<file path="config.mk">
export PLATFORM = sky130hd
export DESIGN_NAME = pulse_synth_flat
export DESIGN_NICKNAME = d
export VERILOG_FILES = /design/src/rtl/package_settings.sv /design/src/rtl/pulse_synth_if.sv /design/src/rtl/pulse_synth.sv /design/src/flat_wrapper.sv
export SDC_FILE = /design/constraint.sdc
export NUM_CORES = 1
export LEC_CHECK = 0
export CORE_UTILIZATION = 45
export CTS_CLUSTER_SIZE = 28
export DETAILED_ROUTE_END_ITERATION = 10
export PLACE_DENSITY = 0.67
export SYNTH_ARGS = -nofsm -noshare
export SYNTH_HDL_FRONTEND = slang
export SYNTH_SLANG_ARGS = --single-unit
</file>
<file path="constraint.sdc">
create_clock -name clk -period 4.73 [get_ports clk]
set_clock_uncertainty 0.15 [all_clocks]
set_input_delay 0.473 -clock clk [delete_from_list [all_inputs] [get_ports clk]]
set_output_delay 0.473 -clock clk [all_outputs]
set_load 0.02 [all_outputs]
</file>
<file path="src/rtl/package_settings.sv">
// ----------------------------------------------------------------------------
// package_settings
// Shared front-end settings for the ADC datapath blocks.
//   SIZE_ADC_DATA : width of ADC samples in bits.
// ----------------------------------------------------------------------------
package package_settings;
    localparam int SIZE_ADC_DATA = 12;
endpackage

</file>
<file path="src/rtl/pulse_synth_if.sv">
// ----------------------------------------------------------------------------
// pulse_synth_if
// Trigger handshake and synthesized sample stream of pulse_synth.
//   trig_valid   : pulse request (master -> slave)
//   trig_amp     : requested amplitude in ADC counts, unsigned (master -> slave)
//   trig_ready   : request may be accepted this cycle (slave -> master)
//   sample_out   : synthesized ADC sample, unsigned (slave -> master)
//   sample_valid : sample_out updated this cycle (slave -> master)
// ----------------------------------------------------------------------------
interface pulse_synth_if #(
    parameter int SIZE_ADC_DATA = package_settings::SIZE_ADC_DATA
);
    logic                     trig_valid;
    logic [SIZE_ADC_DATA-1:0] trig_amp;
    logic                     trig_ready;
    logic [SIZE_ADC_DATA-1:0] sample_out;
    logic                     sample_valid;

    modport master (
        output trig_valid, trig_amp,
        input  trig_ready, sample_out, sample_valid
    );

    modport slave (
        input  trig_valid, trig_amp,
        output trig_ready, sample_out, sample_valid
    );
endinterface

</file>
<file path="src/rtl/pulse_synth.sv">
// ----------------------------------------------------------------------------
// pulse_synth
// Synthesizes detector-like pulses on top of a constant baseline: a linear
// rise of 2^RISE_LOG2 steps followed by an exponential decay, all held in an
// unsigned fixed-point accumulator with FRAC fractional bits.
// Ports:
//   clk        : clock, rising edge
//   reset      : asynchronous, active-low reset
//   enable     : sample strobe; all state freezes while low
//   bus        : pulse_synth_if.slave (trigger handshake + sample stream)
//   busy       : registered, high while a pulse is in progress
//   pileup_cnt : triggers accepted during decay, saturating at 255
// ----------------------------------------------------------------------------
module pulse_synth #(
    parameter int SIZE_ADC_DATA = package_settings::SIZE_ADC_DATA,
    parameter int FRAC          = 8,
    parameter int DECAY_SHIFT   = 6,
    parameter int RISE_LOG2     = 2,
    parameter int BASELINE      = 100
) (
    input  logic                clk,
    input  logic                reset,
    input  logic                enable,
    pulse_synth_if.slave        bus,
    output logic                busy,
    output logic [7:0]          pileup_cnt
);

    localparam int ACC_W = SIZE_ADC_DATA + FRAC + 1;
    localparam int SUM_W = ACC_W + 1;
    localparam int CNT_W = RISE_LOG2 + 1;
    localparam logic [CNT_W-1:0] RISE_LAST = CNT_W'((1 << RISE_LOG2) - 1);
    localparam logic [SUM_W-1:0] OUT_MAX   = SUM_W'((64'd1 << SIZE_ADC_DATA) - 1);

    typedef enum logic [1:0] {IDLE, RISE, DECAY} state_t;

    state_t                   state_q;
    logic [ACC_W-1:0]         acc_q;
    logic [ACC_W-1:0]         step_q;
    logic [CNT_W-1:0]         rise_cnt_q;
    logic [7:0]               pileup_q;
    logic [SIZE_ADC_DATA-1:0] sample_q;
    logic                     sample_valid_q;
    logic                     busy_q;

    logic [ACC_W-1:0]         step_d;
    logic [ACC_W-1:0]         acc_decay_d;
    logic [ACC_W-1:0]         acc_rise_d;
    logic                     accept;

    // Saturating add: the accumulator pins at all-ones instead of wrapping.
    function automatic logic [ACC_W-1:0] sat_add(input logic [ACC_W-1:0] a,
                                                 input logic [ACC_W-1:0] b);
        logic [ACC_W:0] s;
        s = {1'b0, a} + {1'b0, b};
        return s[ACC_W] ? '1 : s[ACC_W-1:0];
    endfunction

    // Integer part of the accumulator plus baseline, clamped to full scale.
    function automatic logic [SIZE_ADC_DATA-1:0] to_sample(input logic [ACC_W-1:0] a);
        logic [SUM_W-1:0] s;
        s = SUM_W'(a >> FRAC) + SUM_W'(BASELINE);
        return (s > OUT_MAX) ? '1 : s[SIZE_ADC_DATA-1:0];
    endfunction

    // Ready is withheld during reset and for the whole rise phase.
    assign bus.trig_ready = enable & reset & (state_q != RISE);
    assign accept         = bus.trig_ready & bus.trig_valid;

    // Amplitude spread evenly over the rise steps, in accumulator units.
    assign step_d      = (ACC_W'(bus.trig_amp) << FRAC) >> RISE_LOG2;
    // Decay cannot underflow: acc>>DECAY_SHIFT never exceeds acc.
    assign acc_decay_d = acc_q - (acc_q >> DECAY_SHIFT);
    assign acc_rise_d  = sat_add(acc_decay_d, step_q);

    always_ff @(posedge clk or negedge reset) begin
        if (!reset) begin
            state_q        <= IDLE;
            acc_q          <= '0;
            step_q         <= '0;
            rise_cnt_q     <= '0;
            pileup_q       <= '0;
            sample_q       <= '0;
            sample_valid_q <= 1'b0;
            busy_q         <= 1'b0;
        end else if (enable) begin
            // Output reflects the accumulator as it was before this edge.
            sample_q       <= to_sample(acc_q);
            sample_valid_q <= 1'b1;
            case (state_q)
                IDLE: begin
                    if (accept) begin
                        step_q     <= step_d;
                        rise_cnt_q <= '0;
                        state_q    <= RISE;
                        busy_q     <= 1'b1;
                    end else begin
                        busy_q     <= 1'b0;
                    end
                end
                RISE: begin
                    acc_q      <= acc_rise_d;
                    rise_cnt_q <= rise_cnt_q + CNT_W'(1);
                    busy_q     <= 1'b1;
                    if (rise_cnt_q == RISE_LAST) begin
                        state_q <= DECAY;
                    end
                end
                DECAY: begin
                    if (accept) begin
                        // Pile-up: new rise stacks on the residual tail.
                        step_q     <= step_d;
                        rise_cnt_q <= '0;
                        state_q    <= RISE;
                        busy_q     <= 1'b1;
                        if (pileup_q != 8'hFF) begin
                            pileup_q <= pileup_q + 8'd1;
                        end
                    end else if ((acc_q >> FRAC) == '0) begin
                        // Sub-LSB residue is dropped so the baseline is exact.
                        acc_q   <= '0;
                        state_q <= IDLE;
                        busy_q  <= 1'b0;
                    end else begin
                        acc_q  <= acc_decay_d;
                        busy_q <= 1'b1;
                    end
                end
                default: begin
                    state_q <= IDLE;
                    busy_q  <= 1'b0;
                end
            endcase
        end else begin
            sample_valid_q <= 1'b0;
        end
    end

    assign bus.sample_out   = sample_q;
    assign bus.sample_valid = sample_valid_q;
    assign busy             = busy_q;
    assign pileup_cnt       = pileup_q;

endmodule
</file>
<file path="src/flat_wrapper.sv">
// flat-port wrapper written by rule: the top's interface ports become plain ports
module pulse_synth_flat 
#(
    parameter int SIZE_ADC_DATA = package_settings::SIZE_ADC_DATA,
    parameter int FRAC          = 8,
    parameter int DECAY_SHIFT   = 6,
    parameter int RISE_LOG2     = 2,
    parameter int BASELINE      = 100
)
  (clk, reset, enable, busy, pileup_cnt, bus_trig_valid, bus_trig_amp, bus_trig_ready, bus_sample_out, bus_sample_valid);
  pulse_synth_if #(.SIZE_ADC_DATA(SIZE_ADC_DATA)) bus_i ();
  input  logic clk;
  input  logic reset;
  input  logic enable;
  output logic busy;
  output logic [7:0] pileup_cnt;
  input wire logic [$bits(bus_i.trig_valid)-1:0] bus_trig_valid;
  input wire logic [$bits(bus_i.trig_amp)-1:0] bus_trig_amp;
  output wire logic [$bits(bus_i.trig_ready)-1:0] bus_trig_ready;
  output wire logic [$bits(bus_i.sample_out)-1:0] bus_sample_out;
  output wire logic [$bits(bus_i.sample_valid)-1:0] bus_sample_valid;
  assign bus_i.trig_valid = bus_trig_valid;
  assign bus_i.trig_amp = bus_trig_amp;
  assign bus_trig_ready = bus_i.trig_ready;
  assign bus_sample_out = bus_i.sample_out;
  assign bus_sample_valid = bus_i.sample_valid;
  pulse_synth #(.SIZE_ADC_DATA(SIZE_ADC_DATA), .FRAC(FRAC), .DECAY_SHIFT(DECAY_SHIFT), .RISE_LOG2(RISE_LOG2), .BASELINE(BASELINE)) u_core (.clk(clk), .reset(reset), .enable(enable), .bus(bus_i), .busy(busy), .pileup_cnt(pileup_cnt));
endmodule
</file>
* Yosys cells after proc, flatten, opt, wreduce, memory -nomap -nowiden *
Cells that the tools add are included.

storage, ports and cells
  register bits = 60
  bits of input ports = 16
  output and inout port bits = 23
  word-level logic and storage cells = 54

operators by class
  add/sub/neg operators = 5
  $lt $le $gt $ge = 1
  equality and inequality tests = 10
  mux-type cells = 17
  bitwise operators = 3
  reductions and logical operators = 10

operators with widths
  operator                 number
  $mux W21                 3
  $pmux W21 S2             1
  $add A21 B18 Y22         1
  $gt A22 B12 Y1 const B   1
  $logic_not A21 Y1        1
  $sub A21 B15 Y21         1
  $add A13 B7 Y14 const B  1
  $mux W12                 1
  $reduce_and A3 Y1        3
  $add A8 B1 Y8 const B    1
  $mux W2                  4
  $ne A2 B1 Y1 const B     4
  $ne A8 B8 Y1 const B     1
  $reduce_and A4 Y1        2
  $pmux W2 S3              1
  $pmux W3 S2              1
  $mux W1                  4
  $reduce_bool A2 Y1       2
  $add A3 B1 Y3 const B    1
  $and A1 B1 Y1            3
  $eq A3 B2 Y1 const B     1
  $mux W3                  1
  $ne A3 B1 Y1 const B     1
  $pmux W1 S3              1
  other kinds (5)          5

* Depth between registers and ports, before layout *
  depth after elaboration = 5
  gate-level depth with buffers = 19
  mapped depth without buffers = 18

* Least setup slack after synthesis *
OpenSTA, ideal clock, no wires.

  path type = flip-flop to flip-flop
  start point = register u_core.acc_q[0]
  end point = register u_core.acc_q[20]
  library setup time = 130 ps
  arrival time = 3934 ps
  data required time = 4450 ps
  path slack = 516 ps
  cell stages (with the launch flop) = 19
  path buffers = 1
  clock period less this slack = 4214 ps
  cells stage by stage = dfrtp_1 -> inv_1 -> ha_1 -> inv_1 -> fa_1 -> a211oi_1 -> o21ai_0 -> a21oi_1 -> xnor2_1 -> ha_1 -> a2111oi_0 -> nor3_1 -> a2111o_1 -> a31o_2 -> o211ai_2 -> a211oi_2 -> nor2b_1 -> buf_6 -> o211ai_2

on the way
  longest elaborated chain between the ends = 4
  elaborated cells between the ends (all ways) = 6
  those cells by class = add/sub: 2; mux: 4

ends and longest elaborated chain
  element                                       RTL line                               source
  start: declaration                            pulse_synth.sv:38                      logic [ACC_W-1:0] acc_q;
  start signal: assignment                      pulse_synth.sv:102                     acc_q <= acc_rise_d;
  start signal: assignment                      pulse_synth.sv:125                     acc_q <= acc_decay_d;
  $sub A21 B15 Y21 *                            pulse_synth.sv:73                      assign acc_decay_d = acc_q - (acc_q >> DECAY_SHIFT);
  $add A21 B18 Y22 or $mux W21 (tied branches)  pulse_synth.sv:55, pulse_synth.sv:119
  $mux W21, on equally long branches            pulse_synth.sv:56, pulse_synth.sv:110
  $pmux W21 S2 *                                pulse_synth.sv:90                      case (state_q)

Mark *: on every way between the ends. The rest lies on a longest branch, timed or not. The select of a mux whose other input is x is not followed.
A chain may end at the register's enable or synchronous reset.

* Final worst setup path *
  start point = register u_core.acc_q[13]
  end point = register u_core.acc_q[11]

on the way
  longest elaborated chain between the ends = 4
  elaborated cells between the ends (all ways) = 7
  those cells by class = add/sub: 2; mux: 4; reduce/logical: 1

ends and longest elaborated chain
  element                                                RTL line
  $sub A21 B15 Y21 or $logic_not A21 Y1 (tied branches)  pulse_synth.sv:73, pulse_synth.sv:119
  $add A21 B18 Y22 or $mux W21 (tied branches)           pulse_synth.sv:55, pulse_synth.sv:119
  $mux W21, on equally long branches                     pulse_synth.sv:56, pulse_synth.sv:110
  $pmux W21 S2 *                                         pulse_synth.sv:90

Marked as above.

==> results.cfg <==
[status]
outcome = finished clean

[synth]
synth-async-reset-ratio_pct = 100
synth_top_area_share_pct = 35.6
ys_top_cells_by_count = dfrtp_1, nor2_1, a21oi_1
synth_edf_count = 0
ys_types = 57
yosysMostFrequentCell = dfrtp_1
ys_seq_elements = 60
synth.avg_cell_area_um2 = 9.05
syn_inst = 466
ys.warnings.count = 0
ys.flop_type = dfrtp_1
syn_area_um2 = 4220
synth_area_leaders = dfrtp_1, ha_1, a21oi_1
ys_seq_area_share_pct = 35.6
synth_area_leader_cell = dfrtp_1
syn_nets = 517

[setup_path]
start_kind = flop
required_ns = 4.80
rr_worst_depth = 17
r2r-end = u_core.acc_q[11]$_DFFE_PN0P_
ff2ff_setup_slack_ns = 0.28
r2r_start = u_core.acc_q[13]$_DFFE_PN0P_
crit_type = flop to flop
critPathArrivalTime_ns = 4.53
endpoint_kind = flop
worst-path-max-fanout = 14

[detailed_routing]
post_drt_wl_per_cell_um = 15.7
first_pass_iters = 5
viasPerCell = 5.76
drc = 0
totalWireLength_um = 9830
drtIter0Drc = 285
ant_nets = 0
vias = 3609

[sta]
setup_viol = 0
tightest_slew_ns = 0.790
period_share_pct = 94.1
max_freq_mhz = 225
min_period_ns = 4.45
slew_headroom_pct = 47.1
final_hold_viol_count = 0
rsz0062_at_grt = no
setup_tns_ns = 0
slew_violations = 0

[floorplanning]
start_util_pct = 47.5
fp.dieW_um = 98.8
core_area_um2 = 8890
fp-row-count = 34
num_io_pins = 39
dieArea_um2 = 9770
dieHeight_um = 98.8

[global_route]
overflow = 0
grt_antenna_before_repair = 0
grt_pass1_vias = 3431
grt_pass1_wl_um = 16700
grt_max_degree = 61
grt.total_usage_pct = 21.5

[finish]
ff_latch_area_um2 = 1500
drive_above_1_share_pct = 11.9
multi_input_area_um2 = 2590
final_net_count = 565
diodes = 0
area_delta_synth_final_pct = 18.5
fillers = 804

[clocking]
clock-sinks = 60
cts_buffer_depth = 2
cts_root_buffer = clkbuf_8
h-tree-depth = 3
clk_latency_ns = 0.34
path_clk_slew_ns = 0.07
numCtsBuffers = 9
ctsHoldBuffers = 0
tritoncts = built

[place]
routabilityCongestion = 0.931
hpwlAfterDp_um = 7430
port_buffers = 38

[job]
cap_violations = 0

[worst_hold_path]
min_path_type = input pin to asynchronous set/reset pin
[worst max-delay path by stage]
stage / slack, ns / to / startpoint
floorplan: 0.52 / u_core.acc_q[20]$_DFFE_PN0P_ / u_core.acc_q[0]$_DFFE_PN0P_
global placement: 0.20 / u_core.acc_q[1]$_DFFE_PN0P_ / u_core.acc_q[0]$_DFFE_PN0P_
detailed placement: 0.07 / u_core.acc_q[11]$_DFFE_PN0P_ / u_core.acc_q[0]$_DFFE_PN0P_
CTS: 0.001 / u_core.acc_q[11]$_DFFE_PN0P_ / u_core.acc_q[0]$_DFFE_PN0P_
global route: 0.02 / u_core.acc_q[12]$_DFFE_PN0P_ / u_core.acc_q[13]$_DFFE_PN0P_
finish: 0.28 / u_core.acc_q[11]$_DFFE_PN0P_ / u_core.acc_q[13]$_DFFE_PN0P_
[state kept, by name, indices dropped and copies added (netlist names)]
signal	flops
u_core.acc_q	21
u_core.bus.sample_out	12
u_core.step_q	12
u_core.pileup_cnt	8
u_core.rise_cnt_q	3
u_core.state_q	2
u_core.bus.sample_valid	1
u_core.busy	1
[per-layer routing]
| metal | global-route usage, % | routed length [µm] | vias to the layer above |
|---|---|---|---|
| met5 | 0 | 0 | - |
| met3 | 3.90 | 597 | 22 |
| met2 | 32.5 | 4270 | 132 |
| li1 | - | - | 1793 |
| met4 | 9.99 | 286 | 0 |
| met1 | 29.9 | 4680 | 1662 |
[stage by stage]
step           cells  hold WS (ns)  instance area [µm²]  util (%)  setup slack [ns]
4_1_cts          625         0.252                 4950      55.7           0.00143
6_report         627         0.217                 5000      56.2             0.277
3_5_place_dp     609         0.329                 4750      53.4            0.0679
3_3_place_gp     609         0.316                 4750      53.4             0.198
2_1_floorplan    466        0.0274                 4220         -             0.516
5_1_grt          627         0.279                 5000      56.2            0.0185
[logic make-up (layout without fill, tap and decap cells)]
| family | count (synthesis) | count (layout) | synth area share (%) |
|---|---|---|---|
| buf+inv | 38 | 91 | 3.94 |
| mux | 15 | 15 | 3.94 |
| flops | 60 | 60 | 35.6 |
| compound gates | 140 | 140 | 22.4 |
| simple gates | 139 | 139 | 15.3 |
| xor+xnor | 39 | 39 | 8.10 |
| fa+ha+maj | 35 | 35 | 10.7 |
[final cells by class]
cell class / instances / area share, %
multi-input combinational: 368 / 51.7
timing repair buffer: 54 / 9.91
clock buffer: 12 / 3.10
clock inverter: 4 / 0.951
inverter: 21 / 1.58
tap: 108 / 2.70
sequential: 60 / 30.0
[worst max-delay path: stages, from the launching register on]
cell	delay [ns]
dfrtp_1	0.45
inv_1	0.12
ha_1	0.38
a2111oi_2	0.37
o21ai_2	0.15
buf_4	0.16
a41oi_1	0.23
xnor2_1	0.18
ha_1	0.32
a2111oi_0	0.33
nor3_1	0.11
a2111o_1	0.46
a31o_2	0.27
o211ai_2	0.10
a211oi_2	0.08
nor2b_1	0.16
buf_4	0.23
a21oi_1	0.09
[timing repair]
action | 4_1_cts | 5_1_grt
setup buffers | 0 | 2
setup endpoints to repair | 0 | 21
gates resized for setup | 0 | 9
[placed cells by master (no fill, tap or decap), types with 4 or more instances in the layout]
| cell type | instances |
|---|---|
| a211oi_1 | 5 |
| a21o_1 | 15 |
| a21oi_1 | 46 |
| a22o_1 | 4 |
| a22oi_1 | 9 |
| a31o_2 | 4 |
| buf_4 | 16 |
| clkbuf_8 | 11 |
| clkdlybuf4s50_1 | 37 |
| dfrtp_1 | 60 |
| ha_1 | 33 |
| inv_1 | 20 |
| mux2_2 | 13 |
| nand2_1 | 32 |
| nand2b_1 | 12 |
| nand3_1 | 11 |
| nand4_1 | 8 |
| nor2_1 | 51 |
| nor3_1 | 7 |
| o211ai_1 | 7 |
| o21ai_0 | 16 |
| xnor2_1 | 25 |
| xor2_1 | 13 |
Power is not shown: default switching activity piles up to over one toggle a cycle in this logic, so the estimate is an artifact.
